--- src/rtl/loader_pkg.sv ---
// Shared types and default sizes for the serial program loader.
package loader_pkg;

  localparam int DEFAULT_ADDR_W = 8;
  localparam int DEFAULT_WORD_W = 32;
  localparam int BYTES_PER_WORD = DEFAULT_WORD_W / 8;

  typedef enum logic [2:0] {
    IDLE,
    RECV,
    WRITE,
    CHECK,
    DONE
  } state_t;

endpackage

--- src/rtl/word_packer.sv ---
// Byte-to-word shift register with byte counter.
// The first byte accepted ends up in the most significant byte of the word.
module word_packer
  import loader_pkg::*;
#(
  parameter int BYTES = BYTES_PER_WORD
) (
  input  logic                 clk,
  input  logic                 rst,
  input  logic                 clear,
  input  logic                 accept,
  input  logic [7:0]           byte_in,
  output logic [8*BYTES-1:0]   word,
  output logic                 word_full
);

  localparam int CNT_W = (BYTES > 1) ? $clog2(BYTES) : 1;
  localparam logic [CNT_W-1:0] LAST = CNT_W'(BYTES - 1);

  logic [CNT_W-1:0]     count;
  logic [8*BYTES-1:0]   shifted;

  // word_full flags the accept of the final byte, so the FSM can leave RECV on that edge
  assign word_full = accept && (count == LAST);

  generate
    if (BYTES == 1) begin : g_single
      assign shifted = byte_in;
    end else begin : g_multi
      assign shifted = {word[8*BYTES-9:0], byte_in};
    end
  endgenerate

  always_ff @(posedge clk or posedge rst) begin
    if (rst) begin
      word  <= '0;
      count <= '0;
    end else begin
      if (clear) begin
        count <= '0;
      end else if (accept) begin
        count <= word_full ? '0 : count + 1'b1;
      end
      if (accept) begin
        word <= shifted;
      end
    end
  end

endmodule

--- src/rtl/program_loader.sv ---
// Serial program loader: packs bytes into words and writes them to instruction memory.
// Optional trailing XOR checksum byte enabled by defining LOADER_CHECKSUM_EN.
module program_loader
  import loader_pkg::*;
#(
  parameter int ADDR_W = DEFAULT_ADDR_W,
  parameter int WORD_W = DEFAULT_WORD_W
) (
  input  logic              clk,
  input  logic              rst,
  input  logic              start,
  input  logic [ADDR_W-1:0] word_count,
  input  logic [7:0]        byte_in,
  input  logic              byte_valid,
  output logic              byte_ready,
  output logic              im_wren,
  output logic [ADDR_W-1:0] im_address,
  output logic [WORD_W-1:0] im_data,
  output logic              cpu_enable,
  output logic              cpu_hold,
  output logic              busy,
  output logic              done,
  output logic              error
);

  localparam int BPW = WORD_W / 8;

  state_t state, next_state;

  logic [ADDR_W-1:0] addr;
  logic [ADDR_W:0]   words_left;
  logic              accept;
  logic              word_full;
  logic              last_word;
  logic              load_start;

  assign byte_ready = (state == RECV) || (state == CHECK);
  assign accept     = byte_valid && byte_ready;
  assign load_start = (state == IDLE) && start;
  assign last_word  = (words_left == (ADDR_W+1)'(1));

  word_packer #(.BYTES(BPW)) u_packer (
    .clk       (clk),
    .rst       (rst),
    .clear     (load_start),
    .accept    (accept && (state == RECV)),
    .byte_in   (byte_in),
    .word      (im_data),
    .word_full (word_full)
  );

  always_ff @(posedge clk or posedge rst) begin
    if (rst) begin
      state <= IDLE;
    end else begin
      state <= next_state;
    end
  end

  always_comb begin
    next_state = state;
    case (state)
      IDLE:  if (start) next_state = RECV;
      RECV:  if (word_full) next_state = WRITE;
      WRITE: begin
        if (!last_word) begin
          next_state = RECV;
        end else begin
`ifdef LOADER_CHECKSUM_EN
          next_state = CHECK;
`else
          next_state = DONE;
`endif
        end
      end
      CHECK: if (accept) next_state = DONE;
      DONE:  next_state = IDLE;
      default: next_state = IDLE;
    endcase
  end

  // words_left is one bit wider so a zero word_count can stand for 2^ADDR_W words
  always_ff @(posedge clk or posedge rst) begin
    if (rst) begin
      addr       <= '0;
      words_left <= '0;
    end else if (load_start) begin
      addr       <= '0;
      words_left <= (word_count == '0) ? {1'b1, {ADDR_W{1'b0}}} : {1'b0, word_count};
    end else if (state == WRITE) begin
      addr       <= addr + 1'b1;
      words_left <= words_left - 1'b1;
    end
  end

`ifdef LOADER_CHECKSUM_EN
  logic [7:0] csum;
  logic       err;

  always_ff @(posedge clk or posedge rst) begin
    if (rst) begin
      csum <= '0;
      err  <= 1'b0;
    end else if (load_start) begin
      csum <= '0;
      err  <= 1'b0;
    end else if (accept && (state == RECV)) begin
      csum <= csum ^ byte_in;
    end else if (accept && (state == CHECK)) begin
      err  <= (byte_in != csum);
    end
  end

  assign error = err;
`else
  assign error = 1'b0;
`endif

  assign im_wren    = (state == WRITE);
  assign im_address = addr;
  assign done       = (state == DONE);
  assign busy       = (state != IDLE);
  assign cpu_hold   = busy;
  assign cpu_enable = ~busy;

endmodule

--- config.mk ---
export PLATFORM = sky130hd
export DESIGN_NAME = program_loader
export DESIGN_NICKNAME = d
export VERILOG_FILES = /design/src/rtl/loader_pkg.sv /design/src/rtl/word_packer.sv /design/src/rtl/program_loader.sv
export SDC_FILE = /design/constraint.sdc
export NUM_CORES = 1
export LEC_CHECK = 0
export BUFFER_PORTS_ARGS = -buffer_cell sky130_fd_sc_hd__buf_4
export CAP_MARGIN = 20
export CORE_MARGIN = 2
export CORE_UTILIZATION = 55
export DETAILED_ROUTE_END_ITERATION = 7
export GPL_ROUTABILITY_DRIVEN = 0
export PLACE_DENSITY_LB_ADDON = 0.25
export SYNTH_ARGS = -nofsm -noshare
export SYNTH_HDL_FRONTEND = slang
export SYNTH_SLANG_ARGS = --single-unit
--- constraint.sdc ---
create_clock -name clk -period 5 [get_ports clk]
set_input_delay 1 -clock clk [delete_from_list [all_inputs] [get_ports clk]]
set_output_delay 1 -clock clk [all_outputs]
set_load 0.05 [all_outputs]
==> insert_results.sql, run 1 <==
INSERT INTO impl_metrics (metric_group, metric, value, unit) VALUES
('timing', 'max_slew.worst_pin.slew', '0.856', 'ns'),
('cells_and_area', 'fin_util', '69.6', '%'),
('synthesis', 'post_synthesis_cell_area', '0.00241', 'mm²'),
('worst_setup_path', 'cp_slowest_stage_delay', '0.55', 'ns'),
('routing', 'wl', '4540', 'µm'),
('timing', 'setup_viol', '0', ''),
('routing', 'wl_per_cell', '14.6', 'µm'),
('synthesis', 'synth_area_per_cell', '12.4', 'µm²'),
('synthesis', 'syn-num-nets', '218', ''),
('timing', 'fin_skew', '0.0108', 'ns'),
('synthesis', 'synth.distinct_cells', '36', ''),
('floorplanning', 'design.core.area', '0.00429', 'mm²'),
('worst_setup_path', 'crit_path_end_kind', 'output port', ''),
('clock_network', 'cts-root-buf', 'sky130_fd_sc_hd__clkbuf_8', ''),
('worst_setup_path', 'cp.required', '4.00', 'ns'),
('global_route', 'globalRouteOverflowTotal', '0', ''),
('global_route', 'first_global_vias', '1510', ''),
('cells_and_area', 'net_count_of_the_finished_layout', '282', ''),
('worst_setup_path', 'cp.arrival', '1.75', 'ns'),
('worst_setup_path', 'crit_path_launch_type', 'flip-flop', ''),
('min_path', 'hold_removal_path_class', 'reg2reg', ''),
('run', 'max_cap_violations', '0', ''),
('synthesis', 'synth_warnings', '0', ''),
('worst_setup_path', 'crit_chain', 'or3b_4, clkinv_1, buf_4', ''),
('cells_and_area', 'seq_area', '0.00135', 'mm²'),
('pwr', 'power_leakage', '1.38', 'nW'),
('timing', 'final_hold_viol_count', '0', ''),
('synthesis', 'ys_ff_latch', '54', ''),
('clock_network', 'cts_made_buffers', '5', ''),
('cells_and_area', 'final.fill_count', '340', ''),
('clock_network', 'clkLatencyLatePin', '0.31', 'ns'),
('routing', 'route.detailed.drc', '0', ''),
('pwr', 'vdd_drop_max', '0.376', 'mV'),
('routing', 'detailedRoute.firstIterationViolations', '117', ''),
('routing', 'drtPass1Iterations', '6', ''),
('routing', 'vias_per_cell', '5.40', ''),
('run_status', 'status', 'completed', ''),
('timing', 'hold_slack_final', '0.517', 'ns'),
('floorplanning', 'core_rows', '24', ''),
('floorplanning', 'die_area', '0.00493', 'mm²'),
('synthesis', 'netlist_top_cells_area', 'sky130_fd_sc_hd__dfrtp_1 (56%), sky130_fd_sc_hd__mux2_2 (15%), sky130_fd_sc_hd__buf_4 (2.2%)', ''),
('clock_network', 'cts_setup_buffers', '0', ''),
('placement', 'place.port_buffers', '65', ''),
('global_route', 'grt_pass1_wl', '7440', 'µm'),
('worst_setup_path', 'critical_path_class', 'reg2out', ''),
('clock_network', 'worst_setup_hold_path_clk_slew', '0.09', 'ns'),
('timing', 'grt_setup_unrepaired', 'no', ''),
('clock_network', 'post_cts_hold_buffer_count', '0', ''),
('cells_and_area', 'area_growth', '24.0', '%'),
('floorplanning', 'die_width', '70.2', 'µm'),
('synthesis', 'yosysTopAreaCellShare', '56.0', '%'),
('global_route', 'grt_antenna_before_repair', '0', ''),
('routing', 'via_total_after_detailed_routing', '1679', ''),
('placement', 'placedInstanceArea', '0.00290', 'mm²'),
('pwr', 'p_total', '2.26', 'mW'),
('cells_and_area', 'final_design_area_no_fill', '0.00299', 'mm²'),
('timing', 'achievable-frequency', '363', 'MHz'),
('clock_network', 'tritoncts_clock_tree', 'built', ''),
('routing', 'antenna_violating_nets_post_route', '0', ''),
('synthesis', 'main_flop_type_after_synthesis', 'sky130_fd_sc_hd__dfrtp_1', ''),
('timing', 'setup-tns-final', '0', 'ns'),
('synthesis', 'count_leader_synth', 'sky130_fd_sc_hd__dfrtp_1', ''),
('cells_and_area', 'multi_input_area', '958', 'µm²'),
('synthesis', 'synth_top_cell_by_area', 'sky130_fd_sc_hd__dfrtp_1', ''),
('synthesis', 'asyncSetResetFlopFracSynth', '100', '%'),
('global_route', 'grt_usage', '19.1', '%'),
('clock_network', 'clock_tree.htree_level_count', '2', ''),
('pwr', 'power_dens_cells', '754', 'mW/mm²'),
('synthesis', 'synth-edff-count', '0', ''),
('clock_network', 'resized_after_cts', '0', ''),
('timing', 'final.min_clock_period', '2.75', 'ns');
-- cells by family (layout without fill, tap and decap cells) --
| group | after synthesis | after routing | synth area share [%] |
|---|---|---|---|
| flip-flops | 54 | 54 | 56.0 |
| multiplexers | 33 | 33 | 15.4 |
| XOR/XNOR | 5 | 5 | 1.82 |
| AO/OA/AOI/OAI | 25 | 25 | 7.27 |
| adder cells (fa/ha/maj) | 4 | 4 | 2.08 |
| buffers and inverters | 16 | 81 | 4.20 |
| other | 1 | 1 | 0.156 |
| AND/OR/NAND/NOR | 56 | 56 | 13.1 |
-- final timing paths --
path                            cells after the start           endpoint  slack, ns         startpoint
worst max-delay path                                3            im_wren       2.25           state[1]
worst min register to register                      1  u_packer.word[25]       0.52  u_packer.word[25]
max in group asynchronous                           3           state[0]       3.70                rst
min in group asynchronous                           3  u_packer.word[18]       0.86                rst
worst max register to register                      3      words_left[0]       2.96           state[1]
worst min-delay path                                1  u_packer.word[25]       0.52  u_packer.word[25]
-- cell usage in the layout (no fill, tap or decap) --
cell type                     n
sky130_fd_sc_hd__xnor2_1      2
sky130_fd_sc_hd__dfrtp_1     54
sky130_fd_sc_hd__nor2_1      13
sky130_fd_sc_hd__nor4_4       1
sky130_fd_sc_hd__a21oi_1      3
sky130_fd_sc_hd__clkinvlp_4   1
sky130_fd_sc_hd__buf_4       67
sky130_fd_sc_hd__inv_1        4
sky130_fd_sc_hd__a221o_1      2
sky130_fd_sc_hd__o211ai_1     4
sky130_fd_sc_hd__mux2_2      32
sky130_fd_sc_hd__nand2_1     12
sky130_fd_sc_hd__clkinv_1     1
sky130_fd_sc_hd__clkinv_2     1
sky130_fd_sc_hd__a31oi_1      1
sky130_fd_sc_hd__and3_1       1
sky130_fd_sc_hd__nor3_1       5
sky130_fd_sc_hd__mux2i_1      1
sky130_fd_sc_hd__nand3_1      7
sky130_fd_sc_hd__a22o_1       3
sky130_fd_sc_hd__clkbuf_8     5
sky130_fd_sc_hd__ha_1         4
sky130_fd_sc_hd__inv_2        1
sky130_fd_sc_hd__clkinv_4     1
sky130_fd_sc_hd__or3_1        2
sky130_fd_sc_hd__nand4_1      4
sky130_fd_sc_hd__a22oi_1      1
sky130_fd_sc_hd__and2_1       1
sky130_fd_sc_hd__conb_1       1
sky130_fd_sc_hd__xor2_1       3
sky130_fd_sc_hd__nor4b_4      1
sky130_fd_sc_hd__nor2b_1      3
sky130_fd_sc_hd__or3b_4       1
sky130_fd_sc_hd__o21ai_0      7
sky130_fd_sc_hd__o311ai_0     2
sky130_fd_sc_hd__a32oi_1      2
sky130_fd_sc_hd__and3b_1      1
sky130_fd_sc_hd__nor4_1       2
sky130_fd_sc_hd__nor3b_1      2
-- area by class of cell --
cell class / count / area share [%]
inverter: 6 / 0.753
clock inverter: 3 / 0.711
clock buffer: 5 / 2.30
multi-input combinational: 124 / 32.1
tap: 52 / 2.18
sequential: 54 / 45.2
timing repair buffer: 67 / 16.8
-- report_power, final --
group | switching, mW | leakage, nW | internal [mW]
clock network | 0.147 | 0.0441 | 0.0988
registers | 0.161 | 0.661 | 0.628
logic | 0.788 | 0.674 | 0.433
total | 1.10 | 1.38 | 1.16
-- per-layer routing --
| layer | GRT usage [%] | vias to the layer above | part of all wire, % |
|---|---|---|---|
| li1 | - | 820 | - |
| met4 | 3.85 | 0 | 0.77 |
| met3 | 4.91 | 4 | 4.9 |
| met2 | 29.9 | 45 | 47 |
| met1 | 27.4 | 810 | 47 |
| met5 | 0 | - | 0 |
-- worst max-delay path, delay by kind of cell (launching register included) --
family	cells	cell delay, ns
AND/OR/NAND/NOR	1	0.50
flip-flops	1	0.55
buffers and inverters	2	0.39
-- sequential cells by signal, summed over array words and instances, names as in the netlist --
name            flops
u_packer.word      32
words_left          9
im_address          8
state               3
u_packer.count      2
-- metrics by stage --
step	worst slack, ns	std cells
2_1_floorplan	1.35	194
3_3_place_gp	2.49	303
3_5_place_dp	2.46	303
4_1_cts	2.24	311
5_1_grt	2.13	311
6_report	2.25	311
No activity file was read; power rests on OpenSTA's default activity.
==> run 2, diff against run 1 <==
- CORE_UTILIZATION: 55 -> 47
- clock period: 5 -> 2.3 ns (I/O delays scaled with it)
==> insert_results.sql, run 2 (synthesis gave the netlist of run 1 again) <==
INSERT INTO impl_metrics (metric_group, metric, value, unit) VALUES
('run_status', 'status', 'completed', ''),
('placement', 'place.port_buffers', '65', ''),
('floorplanning', 'initial_core_util', '47.8', '%'),
('clock_network', 'post_cts_hold_buffer_count', '0', ''),
('clock_network', 'cts_buffer_depth', '2', ''),
('pwr', 'power_leakage', '1.40', 'nW'),
('global_route', 'grt_max_degree', '36', ''),
('worst_setup_path', 'cp_slowest_stage_delay', '0.54', 'ns'),
('floorplanning', 'design.core.area', '0.00504', 'mm²'),
('clock_network', 'clkLatencyLatePin', '0.30', 'ns'),
('worst_setup_path', 'crit_path_launch_type', 'flip-flop', ''),
('worst_setup_path', 'cp_max_fo', '11', ''),
('routing', 'detailedRoute.firstIterationViolations', '76', ''),
('global_route', 'globalRouteOverflowTotal', '0', ''),
('worst_setup_path', 'critical_path_class', 'reg2out', ''),
('pwr', 'power_dens_cells', '1620', 'mW/mm²'),
('clock_network', 'worst_setup_hold_path_clk_slew', '0.10', 'ns'),
('worst_setup_path', 'critical-path-slowest-cell', 'sky130_fd_sc_hd__dfrtp_1', ''),
('timing', 'slew_limit_fails', '0', ''),
('routing', 'vias_per_cell', '5.08', ''),
('floorplanning', 'ioPinCount', '67', ''),
('placement', 'placedInstanceArea', '0.00297', 'mm²'),
('worst_setup_path', 'cp.arrival', '1.73', 'ns'),
('clock_network', 'cts-root-buf', 'sky130_fd_sc_hd__clkbuf_8', ''),
('timing', 'hold_slack_final', '0.170', 'ns'),
('worst_setup_path', 'worst-path-buf-inv', '2', ''),
('cells_and_area', 'max_flop_register', 'u_packer.word', ''),
('routing', 'route.detailed.drc', '0', ''),
('cells_and_area', 'area_growth', '27.1', '%'),
('routing', 'wl_per_cell', '14.3', 'µm'),
('clock_network', 'cts_setup_buffers', '0', ''),
('clock_network', 'resized_after_cts', '0', ''),
('floorplanning', 'die_width', '75.6', 'µm'),
('timing', 'final.min_clock_period', '2.19', 'ns'),
('cells_and_area', 'net_count_of_the_finished_layout', '284', ''),
('clock_network', 'cts_sinks', '54', ''),
('cells_and_area', 'largest_register_ffs', '32', ''),
('cells_and_area', 'layout-drive-gt1-share', '43.3', '%'),
('worst_setup_path', 'worst_path_dominant_cell_family', 'flip-flops', ''),
('timing', 'grt_setup_unrepaired', 'no', ''),
('timing', 'achievable-frequency', '457', 'MHz'),
('clock_network', 'clock_tree.htree_level_count', '2', ''),
('routing', 'wl', '4750', 'µm'),
('global_route', 'first_global_vias', '1664', ''),
('timing', 'min_period_over_period', '95.1', '%'),
('timing', 'final_hold_viol_count', '0', ''),
('pwr', 'vdd_drop_max', '1.09', 'mV'),
('floorplanning', 'die_h', '75.6', 'µm'),
('min_path', 'hold_removal_path_class', 'in2async', ''),
('timing', 'setup_viol', '0', ''),
('routing', 'antenna_violating_nets_post_route', '0', ''),
('timing', 'fin_skew', '0.0144', 'ns'),
('placement', 'post-dp-hpwl', '3540', 'µm'),
('routing', 'via_total_after_detailed_routing', '1680', ''),
('floorplanning', 'core_rows', '26', ''),
('global_route', 'grt_usage', '17.8', '%'),
('cells_and_area', 'final_design_area_no_fill', '0.00307', 'mm²'),
('worst_setup_path', 'crit_chain', 'or3b_4, clkinv_1, buf_4', ''),
('global_route', 'grt_pass1_wl', '7730', 'µm'),
('cells_and_area', 'antenna-diode-count', '0', ''),
('floorplanning', 'die_area', '0.00572', 'mm²'),
('timing', 'setup-tns-final', '0', 'ns'),
('cells_and_area', 'layout.cells.most_common_list', 'sky130_fd_sc_hd__buf_4 (67), sky130_fd_sc_hd__dfrtp_1 (54), sky130_fd_sc_hd__mux2_2 (32), sky130_fd_sc_hd__nor2_1 (13), sky130_fd_sc_hd__nand2_1 (12)', ''),
('cells_and_area', 'layout.cells.most_common', 'sky130_fd_sc_hd__buf_4', ''),
('clock_network', 'cts_made_buffers', '5', ''),
('clock_network', 'tritoncts_clock_tree', 'built', ''),
('pwr', 'p_total', '4.97', 'mW'),
('worst_setup_path', 'cp.required', '1.84', 'ns'),
('global_route', 'grt_antenna_before_repair', '0', ''),
('worst_setup_path', 'crit_path_end_kind', 'output port', ''),
('routing', 'drtPass1Iterations', '4', ''),
('run', 'max_cap_violations', '0', '');
==> run 2: through the flow <==
step | std cells | setup WS (ns) | utilization (%)
6_report | 331 | 0.113 | 60.8
2_1_floorplan | 194 | 0.0307 | -
5_1_grt | 331 | 0.0328 | 60.8
3_5_place_dp | 323 | 0.452 | 59.0
3_3_place_gp | 323 | 0.477 | 59.0
4_1_cts | 331 | 0.110 | 60.8
==> run 2: area by class of cell <==
cell class                 instances  area, µm²
clock buffer                       7       86.3
sequential                        54       1350
tap                               70       87.6
timing repair buffer              69        543
multi-input combinational        124        970
clock inverter                     1       5.00
inverter                           6       22.5
fill                             430       1980
==> run 2: routing by layer <==
layer / track usage (%) / part of all wire, % / wire length, µm / vias up
met5: 0 / 0 / 0 / -
met1: 24.2 / 45 / 2130 / 812
li1: - / - / - / 825
met3: 6.08 / 6.5 / 307 / 4
met4: 4.29 / 0.59 / 28 / 0
met2: 27.9 / 48 / 2290 / 39
==> run 2: power by group <==
group	leakage, nW	switching [mW]	total, mW	internal [mW]
clock	0.0482	0.282	0.525	0.243
combinational	0.694	1.76	2.73	0.973
sequential	0.661	0.353	1.72	1.37
total	1.40	2.39	4.97	2.58
==> run 2: final timing paths <==
check / to / slack [ns] / start / cells after the start
setup / recovery: im_wren / 0.11 / state[0] / 3
hold / removal: im_address[3] / 0.17 / rst / 2
setup reg to reg: words_left[4] / 0.46 / state[0] / 5
hold reg to reg: u_packer.count[1] / 0.51 / u_packer.count[1] / 1
max in group asynchronous: u_packer.word[5] / 1.59 / rst / 3
min in group clk: words_left[3] / 0.38 / word_count[3] / 3
==> run 3, diff against run 2 <==
- CORE_MARGIN: 2 -> 8
==> insert_results.sql, run 3 (synthesis gave the netlist of run 1 again) <==
INSERT INTO impl_metrics (metric_group, metric, value, unit) VALUES
('min_path', 'hold_removal_path_class', 'in2async', ''),
('clock_network', 'post_cts_hold_buffer_count', '0', ''),
('pwr', 'vdd_drop_max', '1.03', 'mV'),
('clock_network', 'cts_made_buffers', '5', ''),
('placement', 'place.port_buffers', '65', ''),
('worst_setup_path', 'crit_path_launch_type', 'flip-flop', ''),
('timing', 'hold_slack_final', '0.188', 'ns'),
('worst_setup_path', 'cp.required', '1.84', 'ns'),
('cells_and_area', 'layout.cells.most_common_list', 'sky130_fd_sc_hd__buf_4 (68), sky130_fd_sc_hd__dfrtp_1 (54), sky130_fd_sc_hd__mux2_2 (32), sky130_fd_sc_hd__nor2_1 (13), sky130_fd_sc_hd__nand2_1 (12)', ''),
('worst_setup_path', 'crit_path_start', 'state[0]', ''),
('routing', 'route.detailed.drc', '0', ''),
('cells_and_area', 'net_count_of_the_finished_layout', '285', ''),
('timing', 'final.min_clock_period', '2.20', 'ns'),
('timing', 'slew_limit_fails', '0', ''),
('worst_setup_path', 'cp_max_fo', '11', ''),
('pwr', 'fraction_of_power_consumed_by_the_clock_network', '14.7', '%'),
('placement', 'post-dp-hpwl', '3830', 'µm'),
('floorplanning', 'die_area', '0.00768', 'mm²'),
('worst_setup_path', 'critical_path_class', 'reg2out', ''),
('pwr', 'cell_internal_pwr', '2.81', 'mW'),
('timing', 'achievable-frequency', '454', 'MHz'),
('pwr', 'p_seq_share', '32.8', '%'),
('worst_setup_path', 'cp.arrival', '1.74', 'ns'),
('pwr', 'p_total', '5.21', 'mW'),
('clock_network', 'cts_sinks', '54', ''),
('clock_network', 'clock_tree.htree_level_count', '2', ''),
('floorplanning', 'die_width', '87.6', 'µm'),
('floorplanning', 'ioPinCount', '67', ''),
('floorplanning', 'design.core.area', '0.00504', 'mm²'),
('floorplanning', 'initial_core_util', '47.8', '%'),
('run_status', 'status', 'completed', ''),
('timing', 'grt_setup_unrepaired', 'no', ''),
('global_route', 'grt_usage', '14.1', '%'),
('cells_and_area', 'antenna-diode-count', '0', ''),
('pwr', 'switching_share', '46.1', '%'),
('timing', 'setup-tns-final', '0', 'ns'),
('global_route', 'grt_antenna_before_repair', '0', ''),
('routing', 'vias_per_cell', '5.20', ''),
('floorplanning', 'core_rows', '26', ''),
('cells_and_area', 'layout.cells.most_common', 'sky130_fd_sc_hd__buf_4', ''),
('routing', 'via_total_after_detailed_routing', '1727', ''),
('timing', 'max_slew.worst_pin.slew', '0.516', 'ns'),
('global_route', 'grt_pass1_wl', '8470', 'µm'),
('worst_setup_path', 'timing.reg2reg.worst_path_depth', '5', ''),
('clock_network', 'worst_setup_hold_path_clk_slew', '0.10', 'ns'),
('run', 'max_cap_violations', '0', ''),
('timing', 'final_hold_viol_count', '0', ''),
('routing', 'detailedRoute.firstIterationViolations', '93', ''),
('timing', 'max-slew-margin-rel', '65.6', '%'),
('pwr', 'total_switching_power', '2.40', 'mW'),
('timing', 'fin_skew', '0.00534', 'ns'),
('worst_setup_path', 'crit_path_end_kind', 'output port', ''),
('clock_network', 'cts_setup_buffers', '0', ''),
('routing', 'antenna_violating_nets_post_route', '0', ''),
('global_route', 'globalRouteOverflowTotal', '0', ''),
('clock_network', 'resized_after_cts', '0', ''),
('routing', 'wl', '5090', 'µm'),
('cells_and_area', 'fin_util', '62.0', '%'),
('pwr', 'power_dens_cells', '1670', 'mW/mm²'),
('pwr', 'power_leakage', '1.43', 'nW'),
('cells_and_area', 'max_flop_register', 'u_packer.word', ''),
('clock_network', 'tritoncts_clock_tree', 'built', ''),
('clock_network', 'cts-root-buf', 'sky130_fd_sc_hd__clkbuf_8', ''),
('floorplanning', 'die_h', '87.6', 'µm'),
('routing', 'drtPass1Iterations', '4', ''),
('global_route', 'first_global_vias', '1754', ''),
('routing', 'wl_per_cell', '15.3', 'µm'),
('clock_network', 'cts_buffer_depth', '2', ''),
('cells_and_area', 'largest_register_ffs', '32', ''),
('global_route', 'grt_max_degree', '36', ''),
('clock_network', 'clkLatencyLatePin', '0.30', 'ns'),
('cells_and_area', 'area_growth', '29.6', '%'),
('worst_setup_path', 'start_of_the_worst_register_to_register_path', 'state[0]', ''),
('timing', 'setup_viol', '0', ''),
('pwr', 'share_comb_of_total_power', '52.6', '%'),
('timing', 'min_period_over_period', '95.7', '%'),
('cells_and_area', 'layout-drive-gt1-share', '43.9', '%');
==> run 3: per-layer routing <==
metal / vias to the layer above / global-route usage, % / part of all wire, %
met5: - / 0 / 0
met4: 0 / 4.22 / 0.53
met3: 2 / 5.53 / 8.0
met2: 44 / 22.0 / 48
met1: 855 / 17.5 / 43
li1: 826 / - / -
==> run 3: per-stage QoR <==
step | area [µm²] | instances | setup slack (ns)
after CTS | 3120 | 332 | 0.0980
after global placement | 2980 | 324 | 0.476
after floorplan | 2420 | 194 | 0.0307
after global routing | 3120 | 332 | 0.0174
after detailed placement | 2980 | 324 | 0.457
final | 3120 | 332 | 0.0987
==> run 3: path summary, 6_finish.rpt <==
check,to,slack [ns]
hold reg to reg,u_packer.word[31],0.51
min in group clk,words_left[2],0.37
hold / removal,words_left[1],0.19
setup reg to reg,words_left[3],0.43
max in group asynchronous,u_packer.word[24],1.58
setup / recovery,im_wren,0.1
==> run 3: worst max-delay path: stages, from the launching register on <==
cell	delay [ns]
sky130_fd_sc_hd__dfrtp_1	0.54
sky130_fd_sc_hd__or3b_4	0.50
sky130_fd_sc_hd__clkinv_1	0.17
sky130_fd_sc_hd__buf_4	0.23
==> run 3: layout make-up <==
| type | instances | area (µm²) |
|---|---|---|
| Clock inverter | 2 | 60.1 |
| Clock buffer | 6 | 82.6 |
| Multi-Input combinational cell | 124 | 970 |
| Inverter | 6 | 22.5 |
| Sequential cell | 54 | 1350 |
| Timing Repair Buffer | 70 | 551 |
| Fill cell | 427 | 1920 |
| Tap cell | 70 | 87.6 |
==> run 3: power groups by stage <==
stage | clock network (mW) | registers [mW] | logic [mW]
5_1_grt | 0.822 | 1.78 | 2.89
3_5_place_dp | 0 | 1.73 | 2.77
4_1_cts | 0.782 | 1.71 | 2.78
3_3_place_gp | 0 | 1.71 | 2.74
2_1_floorplan | 0 | 2.74 | 0.948
6_report | 0.763 | 1.70 | 2.74
